$ cat src/rtl/src_encoder_if.sv
// Bus-source arbitration bundle between the request lines and the source encoder.
// master drives requests/done; slave (the encoder) drives the registered grant outputs.
interface src_encoder_if;
    logic [15:0] req;
    logic        done;
    logic [3:0]  src_sel;
    logic [15:0] grant;
    logic        valid;
    logic        timeout;

    modport master (
        output req,
        output done,
        input  src_sel,
        input  grant,
        input  valid,
        input  timeout
    );

    modport slave (
        input  req,
        input  done,
        output src_sel,
        output grant,
        output valid,
        output timeout
    );
endinterface

$ cat src/rtl/src_encoder.sv
// Round-robin 16-to-4 source encoder with held grant and registered outputs.
// Optional forced release after MAX_HOLD cycles: define SRC_ENCODER_HOLD_TIMEOUT_EN.
module src_encoder #(
    parameter int MAX_HOLD = 16
) (
    input  logic         clk,
    input  logic         rst_n,
    src_encoder_if.slave bus
);

    typedef enum logic {IDLE, GRANT} state_t;

    state_t      state_reg, state_next;
    logic [3:0]  ptr_reg, ptr_next;
    logic [3:0]  src_sel_reg, src_sel_next;
    logic [15:0] grant_reg, grant_next;
    logic        valid_reg, valid_next;
    logic        timeout_reg, timeout_next;

    logic [3:0]  search_base;
    logic [15:0] req_rot;
    logic        found;
    logic [3:0]  offset;
    logic [3:0]  winner;
    logic        force_release;
    logic        release_now;
    logic        load;

    if (MAX_HOLD < 2 || MAX_HOLD > 256) begin : g_bad_max_hold
        $error("src_encoder: MAX_HOLD must be in 2..256");
    end

    // On a release the search starts just past the current owner, so it is considered last.
    assign search_base = (state_reg == GRANT) ? src_sel_reg + 4'd1 : ptr_reg;

    for (genvar gi = 0; gi < 16; gi++) begin : g_rot
        assign req_rot[gi] = bus.req[search_base + 4'(gi)];
    end

    always_comb begin
        found  = 1'b0;
        offset = 4'd0;
        for (int i = 15; i >= 0; i--) begin
            if (req_rot[i]) begin
                found  = 1'b1;
                offset = 4'(i);
            end
        end
    end

    assign winner = search_base + offset;

`ifdef SRC_ENCODER_HOLD_TIMEOUT_EN
    logic [7:0] cnt_reg, cnt_next;

    assign force_release = (state_reg == GRANT) && (cnt_reg == 8'(MAX_HOLD - 1));

    always_comb begin
        cnt_next = 8'd0;
        if (load) begin
            cnt_next = 8'd0;
        end else if (state_reg == GRANT) begin
            cnt_next = cnt_reg + 8'd1;
        end
    end

    always_ff @(posedge clk or negedge rst_n) begin
        if (!rst_n) begin
            cnt_reg <= 8'd0;
        end else begin
            cnt_reg <= cnt_next;
        end
    end
`else
    assign force_release = 1'b0;
`endif

    assign release_now = bus.done || !bus.req[src_sel_reg] || force_release;

    always_comb begin
        state_next   = state_reg;
        ptr_next     = ptr_reg;
        src_sel_next = src_sel_reg;
        grant_next   = grant_reg;
        valid_next   = valid_reg;
        timeout_next = 1'b0;
        load         = 1'b0;

        case (state_reg)
            IDLE: begin
                if (found) begin
                    load = 1'b1;
                end
            end
            GRANT: begin
                if (release_now) begin
                    ptr_next     = src_sel_reg + 4'd1;
                    timeout_next = force_release;
                    if (found) begin
                        load = 1'b1;
                    end else begin
                        state_next = IDLE;
                        valid_next = 1'b0;
                        grant_next = 16'h0000;
                    end
                end
            end
            default: begin
                state_next = IDLE;
                valid_next = 1'b0;
                grant_next = 16'h0000;
            end
        endcase

        if (load) begin
            state_next   = GRANT;
            src_sel_next = winner;
            grant_next   = 16'h0001 << winner;
            valid_next   = 1'b1;
        end
    end

    always_ff @(posedge clk or negedge rst_n) begin
        if (!rst_n) begin
            state_reg   <= IDLE;
            ptr_reg     <= 4'd0;
            src_sel_reg <= 4'd0;
            grant_reg   <= 16'h0000;
            valid_reg   <= 1'b0;
            timeout_reg <= 1'b0;
        end else begin
            state_reg   <= state_next;
            ptr_reg     <= ptr_next;
            src_sel_reg <= src_sel_next;
            grant_reg   <= grant_next;
            valid_reg   <= valid_next;
            timeout_reg <= timeout_next;
        end
    end

    assign bus.src_sel = src_sel_reg;
    assign bus.grant   = grant_reg;
    assign bus.valid   = valid_reg;
    assign bus.timeout = timeout_reg;

endmodule
$ cat src/flat_wrapper.sv
// flat-port wrapper written by rule: the top's interface ports become plain ports
module src_encoder_flat 
#(
    parameter int MAX_HOLD = 16
)
  (clk, rst_n, bus_req, bus_done, bus_src_sel, bus_grant, bus_valid, bus_timeout);
  src_encoder_if bus_i ();
  input  logic clk;
  input  logic rst_n;
  input wire logic [$bits(bus_i.req)-1:0] bus_req;
  input wire logic [$bits(bus_i.done)-1:0] bus_done;
  output wire logic [$bits(bus_i.src_sel)-1:0] bus_src_sel;
  output wire logic [$bits(bus_i.grant)-1:0] bus_grant;
  output wire logic [$bits(bus_i.valid)-1:0] bus_valid;
  output wire logic [$bits(bus_i.timeout)-1:0] bus_timeout;
  assign bus_i.req = bus_req;
  assign bus_i.done = bus_done;
  assign bus_src_sel = bus_i.src_sel;
  assign bus_grant = bus_i.grant;
  assign bus_valid = bus_i.valid;
  assign bus_timeout = bus_i.timeout;
  src_encoder #(.MAX_HOLD(MAX_HOLD)) u_core (.clk(clk), .rst_n(rst_n), .bus(bus_i));
endmodule
$ cat config.mk
export PLATFORM = sky130hd
export DESIGN_NAME = src_encoder_flat
export DESIGN_NICKNAME = d
export VERILOG_FILES = /design/src/rtl/src_encoder_if.sv /design/src/rtl/src_encoder.sv /design/src/flat_wrapper.sv
export SDC_FILE = /design/constraint.sdc
export NUM_CORES = 1
export LEC_CHECK = 0
export ABC_AREA = 1
export CORE_MARGIN = 2
export CORE_UTILIZATION = 56
export CTS_CLUSTER_SIZE = 20
export DETAILED_ROUTE_END_ITERATION = 8
export PLACE_DENSITY = 0.8
export SYNTH_ARGS = -nofsm -noshare
export SYNTH_HDL_FRONTEND = slang
export SYNTH_SLANG_ARGS = --single-unit
$ cat constraint.sdc
create_clock -name clk -period 5.37 [get_ports clk]
set_clock_uncertainty 0.05 [all_clocks]
set_input_delay 0.537 -clock clk [delete_from_list [all_inputs] [get_ports clk]]
set_output_delay 0.537 -clock clk [all_outputs]
set_load 0.005 [all_outputs]
==> results.json <==
{
  "cap_violations": 0,
  "fin_crit_sh": 0.8724,
  "worstPathMaxFanout": 14,
  "worst_slack_ps": 685.3,
  "die_h_um": 76.06,
  "hold_path_startpoint": "u_core.bus.grant[7]$_DFFE_PN0P_",
  "cp.required_ps": 5540,
  "largest_reg_flops": 16,
  "crit_path_end_kind": "register",
  "cts_buffer_depth": 2,
  "critPathBufInv": 3,
  "cpPeakStageDelay_ps": 690,
  "maxSlewViolCount": 0,
  "die_area_um2": 5785,
  "timing.slew.headroom": 0.4976,
  "slowest_stage": "dfrtp_1",
  "hold_path.class": "reg -> reg",
  "gp_congestion": 0.9024,
  "antenna_cells": 0,
  "num_rows": 26,
  "netlist_instances": 481,
  "grt_pass1_vias": 2990,
  "dp_hpwl_um": 6133,
  "post_cts_buffers": 0,
  "yosys-top-cells-area": "nand2_1 25%, dfrtp_1 22%, nand3_1 9.8%",
  "final_core_util": 0.6649,
  "crit_path_frequent_cell": "nand2_1",
  "ys_seq_elements": 26,
  "grt_max_degree": 27,
  "max_freq_mhz": 213.5,
  "initial_utilization": 0.5730,
  "setup_tns_ps": 0,
  "cts_hold_buf": 0,
  "clk-insertion-delay-late_ps": 270,
  "wl_um": 7987,
  "detail-route-antenna-nets": 0,
  "worst_pin_slew_ps": 752.8,
  "cts_max_level": 1,
  "arrival_ps": 4850,
  "crit_path_start_kind": "register",
  "layout-drive-gt1-share": 0.09747,
  "synth_seq_area_share": 0.2238,
  "cts_buffers": 3,
  "ys.warnings.count": 0,
  "reg2reg_from": "u_core.bus.src_sel[0]$_DFFE_PN0P_",
  "syn_area_um2": 2908,
  "boundaryPins": 41,
  "nNetsFinal": 539,
  "cts_root_buf": "clkbuf_8",
  "status": "finished clean",
  "min_period_ps": 4685,
  "cts_tree": "done",
  "crit_family": "simple AND/OR/NAND/NOR gates",
  "num_vias": 3214,
  "pre_cts_slack_ps": 840.0,
  "synthesis.area_per_instance_um2": 6.045,
  "coreArea_um2": 5075,
  "first_pass_iters": 5,
  "synth.net_count": 506,
  "synth_top_cell_area_share": 0.2453,
  "grt_setup_unrepaired": "no",
  "synth_cell_types": 42,
  "path_class": "reg -> reg",
  "initialDrtViolationCount": 265,
  "antenna_found_initial": 0,
  "io_buffers": 39,
  "viasPerCell": 5.513,
  "cts.sinks": 26,
  "synth_top_area_cell": "nand2_1",
  "grtUsageTotal": 0.2863,
  "cts_resized": 0,
  "area_growth_pct": 16.05,
  "hold_viol": 0,
  "wl_per_cell_um": 13.70,
  "overflow": 0,
  "critical_path.startpoint": "u_core.bus.src_sel[0]$_DFFE_PN0P_",
  "grt_first_pass_wirelength_um": 13710,
  "drcViolationCount": 0,
  "path_clk_slew_ps": 90,
  "final-setup-viol-count": 0,
  "die_x_um": 76.06
}
## cells in the final DEF, fill, tap and decap left out, types with 3 or more instances in the layout
cell type / count
nand2_1: 190
nand3_1: 57
nor2_1: 41
clkdlybuf4s50_1: 39
inv_1: 32
dfrtp_1: 26
o21ai_0: 21
o21ai_1: 18
nand2_2: 13
inv_2: 6
a31oi_1: 6
a21oi_1: 6
ha_1: 6
nand2_4: 4
or2_2: 4
nand4_1: 3
nand3_2: 3
xor2_1: 3
clkbuf_8: 3
## cell type report
class | count | area [um^2]
Fill cell | 476 | 1700
Sequential cell | 26 | 650.6
Tap cell | 70 | 87.58
Clock buffer | 3 | 41.29
Inverter | 40 | 166.4
Clock inverter | 1 | 30.03
Multi-Input combinational cell | 403 | 2001
Timing Repair Buffer | 40 | 397.9
## routing by layer
| layer | track usage | part of all wire | up-vias |
|---|---|---|---|
| met2 | 0.4705 | 0.46 | 112 |
| met4 | 0.08364 | 0.017 | 0 |
| li1 | - | - | 1618 |
| met3 | 0.01777 | 0.058 | 14 |
| met5 | 0 | 0 | - |
| met1 | 0.4097 | 0.47 | 1470 |
## final timing paths
kind	end	slack, ps	depth (start not counted)
min	u_core.bus.grant[7]$_DFFE_PN0P_	440	2
max	u_core.bus.grant[10]$_DFFE_PN0P_	690	33
max reg2reg	u_core.bus.grant[10]$_DFFE_PN0P_	690	33
max in group asynchronous	u_core.bus.grant[6]$_DFFE_PN0P_	4450	2
min reg2reg	u_core.bus.grant[7]$_DFFE_PN0P_	440	2
min in group asynchronous	u_core.bus.grant[13]$_DFFE_PN0P_	570	2
## synth_stat cells (all sizes together)
cell and number:
buf 11, clkbuf 1, ha 6, nor2 44, o21a 2, o221ai 2
nand4 4, xor2 5, dfrtp 26, inv 39, xnor2 2, a21boi 1
o21ai 41, bufinv 1, a31oi 6, nand2 209, o22ai 2, nand3 61
o211ai 2, conb 1, or2 6, nor3 2, a21oi 6, a21o 1
## worst reg2reg max path: cells and delay by family, from the launching register on
kind / cells / cell delay [ps]
buffers and inverters: 3 / 300
AOI/OAI and AO/OA: 2 / 210
adders and majority gates: 3 / 1020
DFF: 1 / 690
and+or+nand+nor: 25 / 2350
## stage by stage
stage                     cell area, um^2  hold WS, ps  std cells
after global placement               3303        413.5        579
after floorplan                      2908        191.4        481
after detailed placement             3303        416.2        579
final                                3374        436.5        583
after global routing                 3374        465.3        583
after CTS                            3374        442.3        583
## cells by family (layout without fill, tap and decap cells)
family	Yosys count	count (layout)	share of synthesized area
flops	26	26	0.2238
xor+xnor	7	7	0.03013
other cells	1	1	0.001290
simple gates	326	326	0.5086
compound gates	63	63	0.1222
fa+ha+maj	6	6	0.02582
buf+inv	52	84	0.08821
Power is left out: the tool's default activity adds up to more than one toggle a clock period on the data nets, which glitch-free logic cannot reach.
